==> config.mk <==
export PLATFORM = sky130hd
export DESIGN_NAME = road_object_tracker
export DESIGN_NICKNAME = d
export VERILOG_FILES = /design/src/rtl/game_pkg.sv /design/src/rtl/road_object_tracker_lfsr8.sv /design/src/rtl/road_object_tracker.sv
export SDC_FILE = /design/constraint.sdc
export NUM_CORES = 1
export LEC_CHECK = 0
export BUFFER_PORTS_ARGS = -buffer_cell sky130_fd_sc_hd__buf_4
export CORE_ASPECT_RATIO = 0.6
export CORE_UTILIZATION = 49
export DETAILED_ROUTE_END_ITERATION = 8
export GPL_TIMING_DRIVEN = 0
export PLACE_DENSITY = 0.76
export SYNTH_ARGS = -nofsm -noshare
export SYNTH_HDL_FRONTEND = slang
export SYNTH_SLANG_ARGS = --single-unit
export TNS_END_PERCENT = 20
==> constraint.sdc <==
create_clock -name CLOCK_50 -period 2.2 [get_ports CLOCK_50]
set_clock_uncertainty 0.2 [all_clocks]
set_input_delay 0.44 -clock CLOCK_50 [delete_from_list [all_inputs] [get_ports CLOCK_50]]
set_output_delay 0.44 -clock CLOCK_50 [all_outputs]
set_load 0.1 [all_outputs]
==> src/rtl/game_pkg.sv <==
// game_pkg: object codes, lane codes and lane steering shared by the tracker and the VGA renderer
package game_pkg;
    localparam logic [1:0] OBJ_EMPTY  = 2'b00;
    localparam logic [1:0] OBJ_COIN   = 2'b01;
    localparam logic [1:0] OBJ_POLICE = 2'b10;
    localparam logic [1:0] LANE_L     = 2'd0;
    localparam logic [1:0] LANE_C     = 2'd1;
    localparam logic [1:0] LANE_R     = 2'd2;
    localparam int         NUM_LANES  = 3;

    // A lone left or right pulse moves one lane and saturates at the road edges.
    function automatic logic [1:0] steer_lane(input logic [1:0] lane, input logic left, input logic right);
        return (left && !right) ? ((lane == LANE_L) ? LANE_L : lane - 2'd1) :
               (right && !left) ? ((lane == LANE_R) ? LANE_R : lane + 2'd1) : lane;
    endfunction
endpackage

==> src/rtl/road_object_tracker_lfsr8.sv <==
// lfsr8: 8-bit Fibonacci LFSR (taps 8,6,5,4) that steps only when Adv is high
module lfsr8 (
    input  logic       CLOCK_50,
    input  logic       Reset,
    input  logic       Adv,
    input  logic [7:0] Seed,
    output logic [7:0] Q
);
    logic [7:0] r_q;
    logic       w_fb;

    assign w_fb = r_q[7] ^ r_q[5] ^ r_q[4] ^ r_q[3];
    assign Q    = r_q;

    // Shift left with the feedback bit entering at bit 0; a nonzero seed never reaches all-zero.
    always_ff @(posedge CLOCK_50 or posedge Reset) begin
        if (Reset)
            r_q <= Seed;
        else if (Adv)
            r_q <= {r_q[6:0], w_fb};
    end
endmodule

==> src/rtl/road_object_tracker.sv <==
// road_object_tracker: scrolls the 3-lane object grid, steers the player and flags coin/police hits
module road_object_tracker
    import game_pkg::*;
#(
    parameter int         ROWS      = 8,
    parameter logic [7:0] LFSR_SEED = 8'hA5
) (
    input  logic              CLOCK_50,
    input  logic              Reset,
    input  logic              DriveEn,
    input  logic              Tick,
    input  logic              LeftEn,
    input  logic              RightEn,
    input  logic              Clear,
    output logic [1:0]        PlayerLane,
    output logic [ROWS*6-1:0] Grid,
    output logic              HitEn,
    output logic              CoinEn,
    output logic              PoliceEn
);
    logic [1:0] r_grid   [ROWS][NUM_LANES];
    logic [1:0] w_grid_n [ROWS][NUM_LANES];
    logic [1:0] r_lane;
    logic       r_coin;
    logic       r_police;
    logic       r_hit;
    logic [7:0] w_lfsr;
    logic       w_tick;
    logic       w_adv;
    logic [1:0] w_obj;
    logic       w_row0_busy;
    logic       w_hit_coin;
    logic       w_hit_police;
    logic       w_coin_n;
    logic       w_police_n;

    assign w_tick       = DriveEn & Tick;
    assign w_adv        = w_tick & ~Clear;
    assign w_obj        = r_grid[ROWS-1][r_lane];
    assign w_row0_busy  = (r_grid[0][0] != OBJ_EMPTY) | (r_grid[0][1] != OBJ_EMPTY) | (r_grid[0][2] != OBJ_EMPTY);
    assign w_hit_coin   = DriveEn & (w_obj == OBJ_COIN);
    assign w_hit_police = DriveEn & (w_obj == OBJ_POLICE);
    // A tick closes the hold window; police outranks a coin within the same window.
    assign w_police_n   = w_hit_police | (r_police & ~w_tick);
    assign w_coin_n     = (w_hit_coin | (r_coin & ~w_tick)) & ~w_police_n;

    assign PlayerLane = r_lane;
    assign HitEn      = r_hit;
    assign CoinEn     = r_coin;
    assign PoliceEn   = r_police;

    lfsr8 u_lfsr (
        .CLOCK_50 (CLOCK_50),
        .Reset    (Reset),
        .Adv      (w_adv),
        .Seed     (LFSR_SEED),
        .Q        (w_lfsr)
    );

    // Next grid: a tick scrolls and spawns (row 0 left empty after an occupied row); otherwise a hit clears its cell.
    always_comb begin
        w_grid_n = r_grid;
        if (w_tick) begin
            for (int r = 1; r < ROWS; r++)
                w_grid_n[r] = r_grid[r-1];
            w_grid_n[0] = '{default: OBJ_EMPTY};
            if (!w_row0_busy && w_lfsr[1:0] != 2'd3)
                w_grid_n[0][w_lfsr[1:0]] = w_lfsr[2] ? OBJ_POLICE : OBJ_COIN;
        end else if (w_obj != OBJ_EMPTY) begin
            w_grid_n[ROWS-1][r_lane] = OBJ_EMPTY;
        end
    end

    // State registers: everything frozen outside the driving phase.
    always_ff @(posedge CLOCK_50 or posedge Reset) begin
        if (Reset) begin
            r_grid   <= '{default: OBJ_EMPTY};
            r_lane   <= LANE_C;
            r_coin   <= 1'b0;
            r_police <= 1'b0;
            r_hit    <= 1'b0;
        end else if (Clear) begin
            r_grid   <= '{default: OBJ_EMPTY};
            r_lane   <= LANE_C;
            r_coin   <= 1'b0;
            r_police <= 1'b0;
            r_hit    <= 1'b0;
        end else if (DriveEn) begin
            r_grid   <= w_grid_n;
            r_lane   <= steer_lane(r_lane, LeftEn, RightEn);
            r_coin   <= w_coin_n;
            r_police <= w_police_n;
            r_hit    <= w_coin_n | w_police_n;
        end
    end

    // Flatten the grid: row r lane l occupies bits [(r*3+l)*2 +: 2].
    always_comb begin
        Grid = '0;
        for (int r = 0; r < ROWS; r++)
            for (int l = 0; l < NUM_LANES; l++)
                Grid[(r*NUM_LANES+l)*2 +: 2] = r_grid[r][l];
    end
endmodule

Word-level counts from Yosys, hierarchy flattened
Index checks and enable logic that the tools add are counted.

Logic and storage cells: 108. Bits of input ports: 7. Register bits: 61.

Add/subtract/negate cells: 2. Bitwise logic cells: 23. Reductions and logical operators: 20. Magnitude comparators: 4. Equality and inequality tests: 4. Muxes and demuxes: 26.

Operators by type and width (number): two-way mux 48 bit (2); two-way mux 42 bit (1); two-way mux 2 bit (11); two-way mux 6 bit (3); bitwise AND 6 bit (2); nonzero test 2 bit (6); demux 2 bit (select 2 bit) (2); bitwise AND 1 bit (7); greater-or-equal comparator 3 bit, second input constant (2); less-than comparator 3 x 1 -> 1 bit, second input constant (2); two-way mux 1 bit (6); NOT 2 -> 3 bit (2); NOT 6 bit (1); AND reduction 2 bit (3); nonzero test 3 bit (2); logical AND 1 bit (5); bitwise OR 1 bit (5); binary-select mux 2 bit (select 2 bit) (1); == test 2 bit, second input constant (2); zero test 1 bit (3); NOT 1 bit (3); XOR 1 bit (3); adder 2 x 1 -> 2 bit, second input constant (1); == test 2 x 1 -> 1 bit, second input constant (1); other kinds (3) (3).

Longest topological paths before layout
Gate-level depths: netlist of the first run.

Depth in word-level cells: 12. Depth in mapped cells: 6.

Worst setup path before layout of the first run
Ideal clock, no wire load.

Path kind: register -> register. From: reg r_grid, in the netlist Grid[1]. To: reg r_grid, in the netlist Grid[5]. Library setup time: 0.074 ns. Path buffers: 0. Path slack: 0.013 ns. Data required time: 1.926 ns. Arrival: 1.913 ns. Stages on the path, launching flop included: 5. Cells stage by stage: dfrtp_1 or4_4 nor4b_4 nand3_2 a21oi_2.

Word-level cells in the longest chain between the ends: 9.

RTL lines: start, declared (line road_object_tracker.sv:21) `logic [1:0] r_grid [ROWS][NUM_LANES];`; start signal, assigned (line road_object_tracker.sv:89) `r_grid <= w_grid_n;`; nonzero test 2 bit (line road_object_tracker.sv:40) `assign w_row0_busy = (r_grid[0][0] != OBJ_EMPTY) | (r_grid[0][1] != OBJ_EMPTY) | (r_grid[0][2] != OBJ_EMPTY);`; bitwise OR 1 bit (2 in a row) (line road_object_tracker.sv:40); zero test 1 bit (line road_object_tracker.sv:67) `if (!w_row0_busy && w_lfsr[1:0] != 2'd3)`; logical AND 1 bit (line road_object_tracker.sv:67); two-way mux 6 bit (line road_object_tracker.sv:67); two-way mux 42 bit (line road_object_tracker.sv:63) `if (w_tick) begin`; two-way mux 48 bit (line road_object_tracker.sv:88) `end else if (DriveEn) begin`; two-way mux 48 bit (line road_object_tracker.sv:82) `end else if (Clear) begin`.

No other way between the ends. The select of a mux whose other input is x is not followed. A chain may end at the register's enable or synchronous reset.

Worst setup path in the final report of the first run
From: reg r_lane[0], in the netlist PlayerLane[0]. To: reg r_grid, in the netlist Grid[43].

Word-level cells in the longest chain between the ends: 11. Elaborated cells between the ends (all ways): 18.

RTL lines: start, declared (line road_object_tracker.sv:23) `logic [1:0] r_lane;`; start signal, assigned (line road_object_tracker.sv:90) `r_lane <= steer_lane(r_lane, LeftEn, RightEn);`; NOT 2 -> 3 bit (not written as such) (*) (line road_object_tracker.sv:39, road_object_tracker.sv:70); greater-or-equal comparator 3 bit (not written as such) or less-than comparator 3 x 1 -> 1 bit (tied branches) (line road_object_tracker.sv:70) `w_grid_n[ROWS-1][r_lane] = OBJ_EMPTY;`; logical AND 1 bit (not written as such) (line road_object_tracker.sv:70); two-way mux 2 bit (not written as such) (line road_object_tracker.sv:70); demux 2 bit (select 2 bit) (line road_object_tracker.sv:70); NOT 6 bit (no line); bitwise AND 6 bit (no line); two-way mux 6 bit (line road_object_tracker.sv:69) `end else if (w_obj != OBJ_EMPTY) begin`; two-way mux 6 bit (line road_object_tracker.sv:63); two-way mux 48 bit (line road_object_tracker.sv:88); two-way mux 48 bit (line road_object_tracker.sv:82).

Mark *: on every way between the ends. The rest lies on a longest branch, timed or not. The select of a mux whose other input is x is not followed.

==> results of run 1 <==
worst max path at each step:
stage	startpoint	to	slack [ps]	cells past startpoint
2_1_floorplan	Grid[1]	Grid[5]	10	4
3_3_place_gp	Reset	u_lfsr.Q[6]	-690	2
3_5_place_dp	Clear	Grid[9]	120	5
4_1_cts	PlayerLane[0]	Grid[43]	240	4
5_1_grt	PlayerLane[0]	Grid[43]	70	4
6_report	PlayerLane[0]	Grid[43]	230	4
cells in the mapped netlist (2+ instances only):
| master | count |
|---|---|
| nor3_1 | 3 |
| nand3b_1 | 8 |
| buf_1 | 6 |
| a22oi_1 | 3 |
| nand2b_1 | 3 |
| o32a_1 | 3 |
| a21oi_1 | 45 |
| a21oi_2 | 2 |
| dfrtp_1 | 56 |
| dfstp_2 | 5 |
| ha_1 | 4 |
| o22ai_1 | 2 |
| nor2_1 | 7 |
| mux2_2 | 7 |
| nor4_2 | 2 |
| nand2_1 | 79 |
| inv_1 | 11 |
| nand3_1 | 3 |
| o21ai_0 | 5 |
| o21ai_1 | 5 |
| clkbuf_1 | 11 |
| nor3b_1 | 3 |
| buf_2 | 3 |
| xnor2_1 | 3 |
layer usage:
| metal | vias up | track usage | share of wire |
|---|---|---|---|
| li1 | 1138 | - | - |
| met1 | 1181 | 0.3358 | 0.50 |
| met2 | 71 | 0.3700 | 0.43 |
| met3 | 9 | 0.05876 | 0.060 |
| met4 | 0 | 0.08824 | 0.0091 |
| met5 | - | 0 | 0 |
final cells by class:
type,instances,area (µm²),share of cell area
buffer,20,78.83,0.02234
clock buffer,13,148.9,0.04220
sequential,61,1533,0.4344
clock inverter,2,10.01,0.002837
tap,77,96.34,0.02730
timing repair buffer,61,473.0,0.1340
inverter,11,41.29,0.01170
multi-input combinational,203,1147,0.3252
stage by stage:
step,area (µm²),TNS [ps]
floorplan,2800,0
detailed placement,3359,0
finish,3528,0
global route,3528,0
global placement,3339,-39270
CTS,3528,0
state kept, by name, indices dropped and copies added (netlist names):
register and count:
Grid 48, u_lfsr.Q 8, PlayerLane 2, CoinEn 1, HitEn 1, PoliceEn 1
layout by cell type, fill, tap and decap left out, drive strengths merged, types with 2 or more instances in the layout:
cell	count
clkinv	2
o32a	3
o22ai	2
a311oi	2
xnor2	3
nand3b	8
nand2b	3
nand3	4
dfstp	5
clkbuf	24
nand2	79
nor2	7
nor3b	3
buf	69
dfrtp	56
nor4	3
a21oi	47
mux2	7
ha	4
nor3	3
a22oi	3
o21ai	10
inv	11
logic make-up after synthesis:
group                      Yosys count
buffers and inverters               31
adders and majority gates            4
DFF                                 61
muxes                                8
and+or+nand+nor                    115
AOI/OAI and AO/OA                   72
xor gates and xnor gates             4
report_power, final:
| part | leakage (nW) | internal [mW] | switching (mW) |
|---|---|---|---|
| Clock | 0.0833 | 0.430 | 0.406 |
| Combinational | 0.675 | 0.192 | 0.299 |
| Sequential | 0.827 | 1.23 | 0.0960 |
critical path, cell delays in order (launching register included):
cell and delay [ps]:
dfstp_2 620, mux2_2 360, a21oi_2 260, a21boi_1 240
o21ai_0 210
timing repair:
action	in CTS	in global routing
resized for setup	0	0
hold buffers	1	0
endpoints found under the hold margin	21	0
setup buffers	0	0
==> impl_metrics.py, run 1 <==
metrics = {
    "hold_path": {
        "holdCritStartpoint": "Tick",
        "holdPathEnd": "HitEn",
        "worstHoldPathCells": 4,
        "hp-class": "input pin to flip-flop",
    },
    "logic_synthesis": {
        "syn_inst": 295,
        "syn_area_mm2": 0.002800,
        "syn_nets": 306,
        "synth-main-ff-cell": "dfrtp_1",
        "yosysTopAreaCellShare": 0.5004,
        "synth_cell_types": 40,
        "async_flop_share": 1.000,
        "synth_edf_count": 0,
        "synth_top_family_by_area": "simple AND/OR/NAND/NOR gates",
        "synthMuxAreaShare": 0.03172,
        "synth_xor_area_frac": 0.01251,
        "synth_area_per_cell_um2": 9.492,
        "synth-compound-area-share": 0.1506,
        "synth_top_cell_by_area": "dfrtp_1",
        "yosys_register_bits": 61,
        "ys_top_cells_by_area": "dfrtp_1 (50%), nand2_1 (11%), a21oi_1 (8.0%), dfstp_2 (4.7%), mux2_2 (2.8%)",
        "synth_warnings": 0,
        "yosys.area_share.simple": 0.1971,
        "synth-adder-area-share": 0.01787,
        "synth-seq-area-share": 0.5474,
    },
    "clock_tree": {
        "clockBufferDepth": 2,
        "root_buffer": "clkbuf_8",
        "cts_made_buffers": 9,
        "cts_sinks": 61,
        "tritoncts": "built",
        "cts.clk_slew.worst_paths_ps": 70,
        "clk_latency_ps": 340,
        "htreeDepth": 3,
    },
    "pwr": {
        "power_density_mw_per_mm2": 752.5,
        "power_mw": 2.655,
        "ir_worst_vdd_mv": 0.4979,
        "cellLeakagePower_nw": 1.586,
    },
    "worst_setup_path": {
        "cp_data_arrival_time_ps": 2030,
        "reg2reg_from": "PlayerLane[0]",
        "ff2ff_path_depth": 4,
        "rrSetupSlack_ps": 230,
        "cp-start-kind": "flip-flop",
        "crit_fanout": 8,
        "required_ps": 2260,
        "r2r_end": "Grid[43]",
        "worstSetupPathType": "flip-flop to flip-flop",
        "critPathCaptureType": "flip-flop",
    },
    "timing": {
        "finalHoldViolations": 0,
        "finalSetupViolations": 0,
        "slew_headroom": 0.6306,
        "tightest_slew_ps": 552.9,
        "finalCriticalPeriod_ps": 1970,
        "rsz0062_at_grt": "false",
        "hold_ws_ps": 290.7,
        "layout_setup_ws_ps": 230.1,
        "fin_crit_sh": 0.8954,
        "fmax_ghz": 0.5076,
        "final_max_slew_viol_count": 0,
    },
    "placed_design": {
        "dp.cells": 432,
        "gp_congestion": 0.7802,
        "dp_hpwl_um": 4787,
        "portBuffers": 59,
        "preCtsSetupSlack_ps": 116.9,
    },
    "route": {
        "ant_nets": 0,
        "wirelength_um": 6674,
        "post_drt_via_cell_ratio": 5.355,
        "drc": 0,
        "drtIter0Drc": 115,
        "wl_per_cell_um": 14.90,
        "firstDrtPassIters": 4,
        "vias": 2399,
    },
    "floorplanning": {
        "die_h_um": 60.56,
        "die-area_mm2": 0.006031,
        "fp-row-count": 20,
        "initial_core_util": 0.5303,
        "io_pins": 60,
        "fp.coreArea_mm2": 0.005280,
        "die-width_um": 99.60,
    },
    "flow_run": {
        "drv_cap": 0,
    },
    "run_status": {
        "status": "finished, final reports clean",
    },
    "finish": {
        "nFillCells": 448,
        "areaGrowthSynthToFinish_pct": 26.01,
        "final-instance-count-excl-fill": 448,
        "drive_gt1_frac": 0.2615,
        "fin_util": 0.6682,
        "antenna_cells": 0,
        "nets": 378,
    },
    "grt": {
        "grt_max_degree": 41,
        "grt_pass1_wl_um": 10780,
        "first_global_vias": 2176,
        "track_usage": 0.2394,
        "globalRouteOverflowTotal": 0,
        "antenna_found_initial": 0,
    },
}
Power figures use the tool's default switching activity.
==> run 2: changes to the inputs <==
CORE_UTILIZATION = 45   (was 49)
PLACE_DENSITY = 0.71   (was 0.76)
==> impl_metrics.py, run 2 (same netlist as run 1, synthesis figures left out) <==
metrics = {
    "clock_tree": {
        "post-cts-setup-buffer-count": 0,
        "cts.clk_slew.worst_paths_ps": 70,
        "clk_latency_ps": 340,
        "tritoncts": "built",
        "htreeDepth": 3,
        "cts_made_buffers": 9,
        "clockBufferDepth": 2,
        "root_buffer": "clkbuf_8",
        "cts_sinks": 61,
    },
    "route": {
        "wl_per_cell_um": 14.50,
        "drc": 0,
        "wirelength_um": 6556,
        "firstDrtPassIters": 4,
        "post_drt_via_cell_ratio": 5.215,
        "vias": 2357,
        "drtIter0Drc": 105,
        "ant_nets": 0,
    },
    "timing": {
        "fin_crit_sh": 0.9019,
        "hold_ws_ps": 287.5,
        "slew_headroom": 0.5820,
        "rsz0062_at_grt": "false",
        "final_max_slew_viol_count": 0,
        "tightest_slew_ps": 626.1,
        "layout_setup_ws_ps": 215.9,
        "finalHoldViolations": 0,
        "fmax_ghz": 0.5040,
        "finalSetupViolations": 0,
        "finalCriticalPeriod_ps": 1984,
    },
    "placed_design": {
        "preCtsSetupSlack_ps": 136.2,
        "dp.cells": 435,
        "dp_hpwl_um": 4671,
        "portBuffers": 59,
        "gp_congestion": 0.7700,
    },
    "worst_setup_path": {
        "cp_data_arrival_time_ps": 2040,
        "worstSetupPathType": "flip-flop to flip-flop",
        "reg2reg_from": "PlayerLane[0]",
        "required_ps": 2260,
        "crit_path_start": "PlayerLane[0]",
        "cp-start-kind": "flip-flop",
        "crit_fanout": 8,
        "critPathCaptureType": "flip-flop",
    },
    "finish": {
        "seqCellArea_mm2": 0.001533,
        "final-instance-count-excl-fill": 452,
        "final_cell_mix": "nand2_1 (79), buf_4 (59), dfrtp_1 (56)",
        "nFillCells": 497,
        "fin_util": 0.6225,
        "nets": 378,
        "drive_gt1_frac": 0.2688,
        "antenna_cells": 0,
        "largest_reg_flops": 48,
        "multi_input_area_mm2": 0.001147,
        "layout_commonest_cell": "nand2_1",
        "areaGrowthSynthToFinish_pct": 28.51,
    },
    "grt": {
        "globalRouteOverflowTotal": 0,
        "first_global_vias": 2187,
        "antenna_found_initial": 0,
        "grt_pass1_wl_um": 11010,
        "grt_max_degree": 34,
        "track_usage": 0.2180,
    },
    "floorplanning": {
        "io_pins": 60,
        "fp-row-count": 21,
        "initial_core_util": 0.4844,
        "die-area_mm2": 0.006553,
        "die-width_um": 103.8,
        "die_h_um": 63.11,
        "fp.coreArea_mm2": 0.005781,
    },
    "pwr": {
        "p_sw_frac": 0.2773,
        "switchingPower_mw": 0.8131,
        "p_int_mw": 2.119,
        "power_density_mw_per_mm2": 814.9,
        "ir_worst_vdd_mv": 0.4246,
        "p_clk_frac": 0.382,
        "power_mw": 2.933,
        "power.share.combinational": 0.167,
        "seqPwrFrac": 0.451,
        "cellLeakagePower_nw": 1.619,
    },
    "flow_run": {
        "drv_cap": 0,
    },
    "hold_path": {
        "holdCritStartpoint": "Tick",
        "hp-class": "input pin to flip-flop",
    },
    "run_status": {
        "status": "finished, final reports clean",
    },
}
## run 2: cell count changes in the layout (fill, tap and decap cells not counted)
| cell | change |
|---|---|
| bufinv_16 | +2 |
| clkbuf_1 | -2 |
| clkbuf_8 | +1 |
## run 2: critical path, stage by stage (launching register included)
cell,delay (ps)
dfstp_2,620
mux2_2,360
a21oi_2,280
a21boi_1,240
o21ai_1,190
## run 2: power groups by stage
stage / logic [mW] / registers, mW / clock network [mW]
6_report: 0.489 / 1.32 / 1.12
5_1_grt: 0.531 / 1.34 / 1.20
4_1_cts: 0.491 / 1.32 / 1.14
3_5_place_dp: 0.488 / 1.34 / 0
3_3_place_gp: 0.476 / 1.34 / 0
2_1_floorplan: 0.294 / 1.42 / 0
## run 2: worst paths after layout
kind,endpoint,slack (ps),cells after the start
worst max-delay path,Grid[44],220,4
worst min-delay path,HitEn,290,4
worst max register to register,Grid[44],220,4
worst min register to register,u_lfsr.Q[7],310,1
max in group asynchronous,u_lfsr.Q[0],570,4
min in group asynchronous,Grid[32],560,3
## run 2: routing by layer
layer,global-route usage,share of wire,vias to the layer above
met4,0.05000,0.0055,0
li1,-,-,1150
met5,0,0,-
met3,0.08178,0.079,6
met1,0.3232,0.50,1125
met2,0.3000,0.41,76
## run 2: what timing repair did
action / in CTS / in global routing
gates resized for setup: 0 / 0
hold buffers: 1 / 0
endpoints found under the hold margin: 20 / 0
## run 2: cell type report
| cell class | instances | share of cell area |
|---|---|---|
| Timing Repair Buffer | 61 | 0.1314 |
| Multi-Input combinational cell | 203 | 0.3188 |
| Sequential cell | 61 | 0.4259 |
| Inverter | 11 | 0.01147 |
| Tap cell | 80 | 0.02782 |
| Clock buffer | 12 | 0.04312 |
| Clock inverter | 4 | 0.01947 |
| Buffer | 20 | 0.02191 |
## run 2: per-stage QoR
step,area [µm²],TNS (ps)
floorplan,2800,0
global placement,3343,-40650
detailed placement,3363,0
CTS,3598,0
global route,3598,0
finish,3598,0
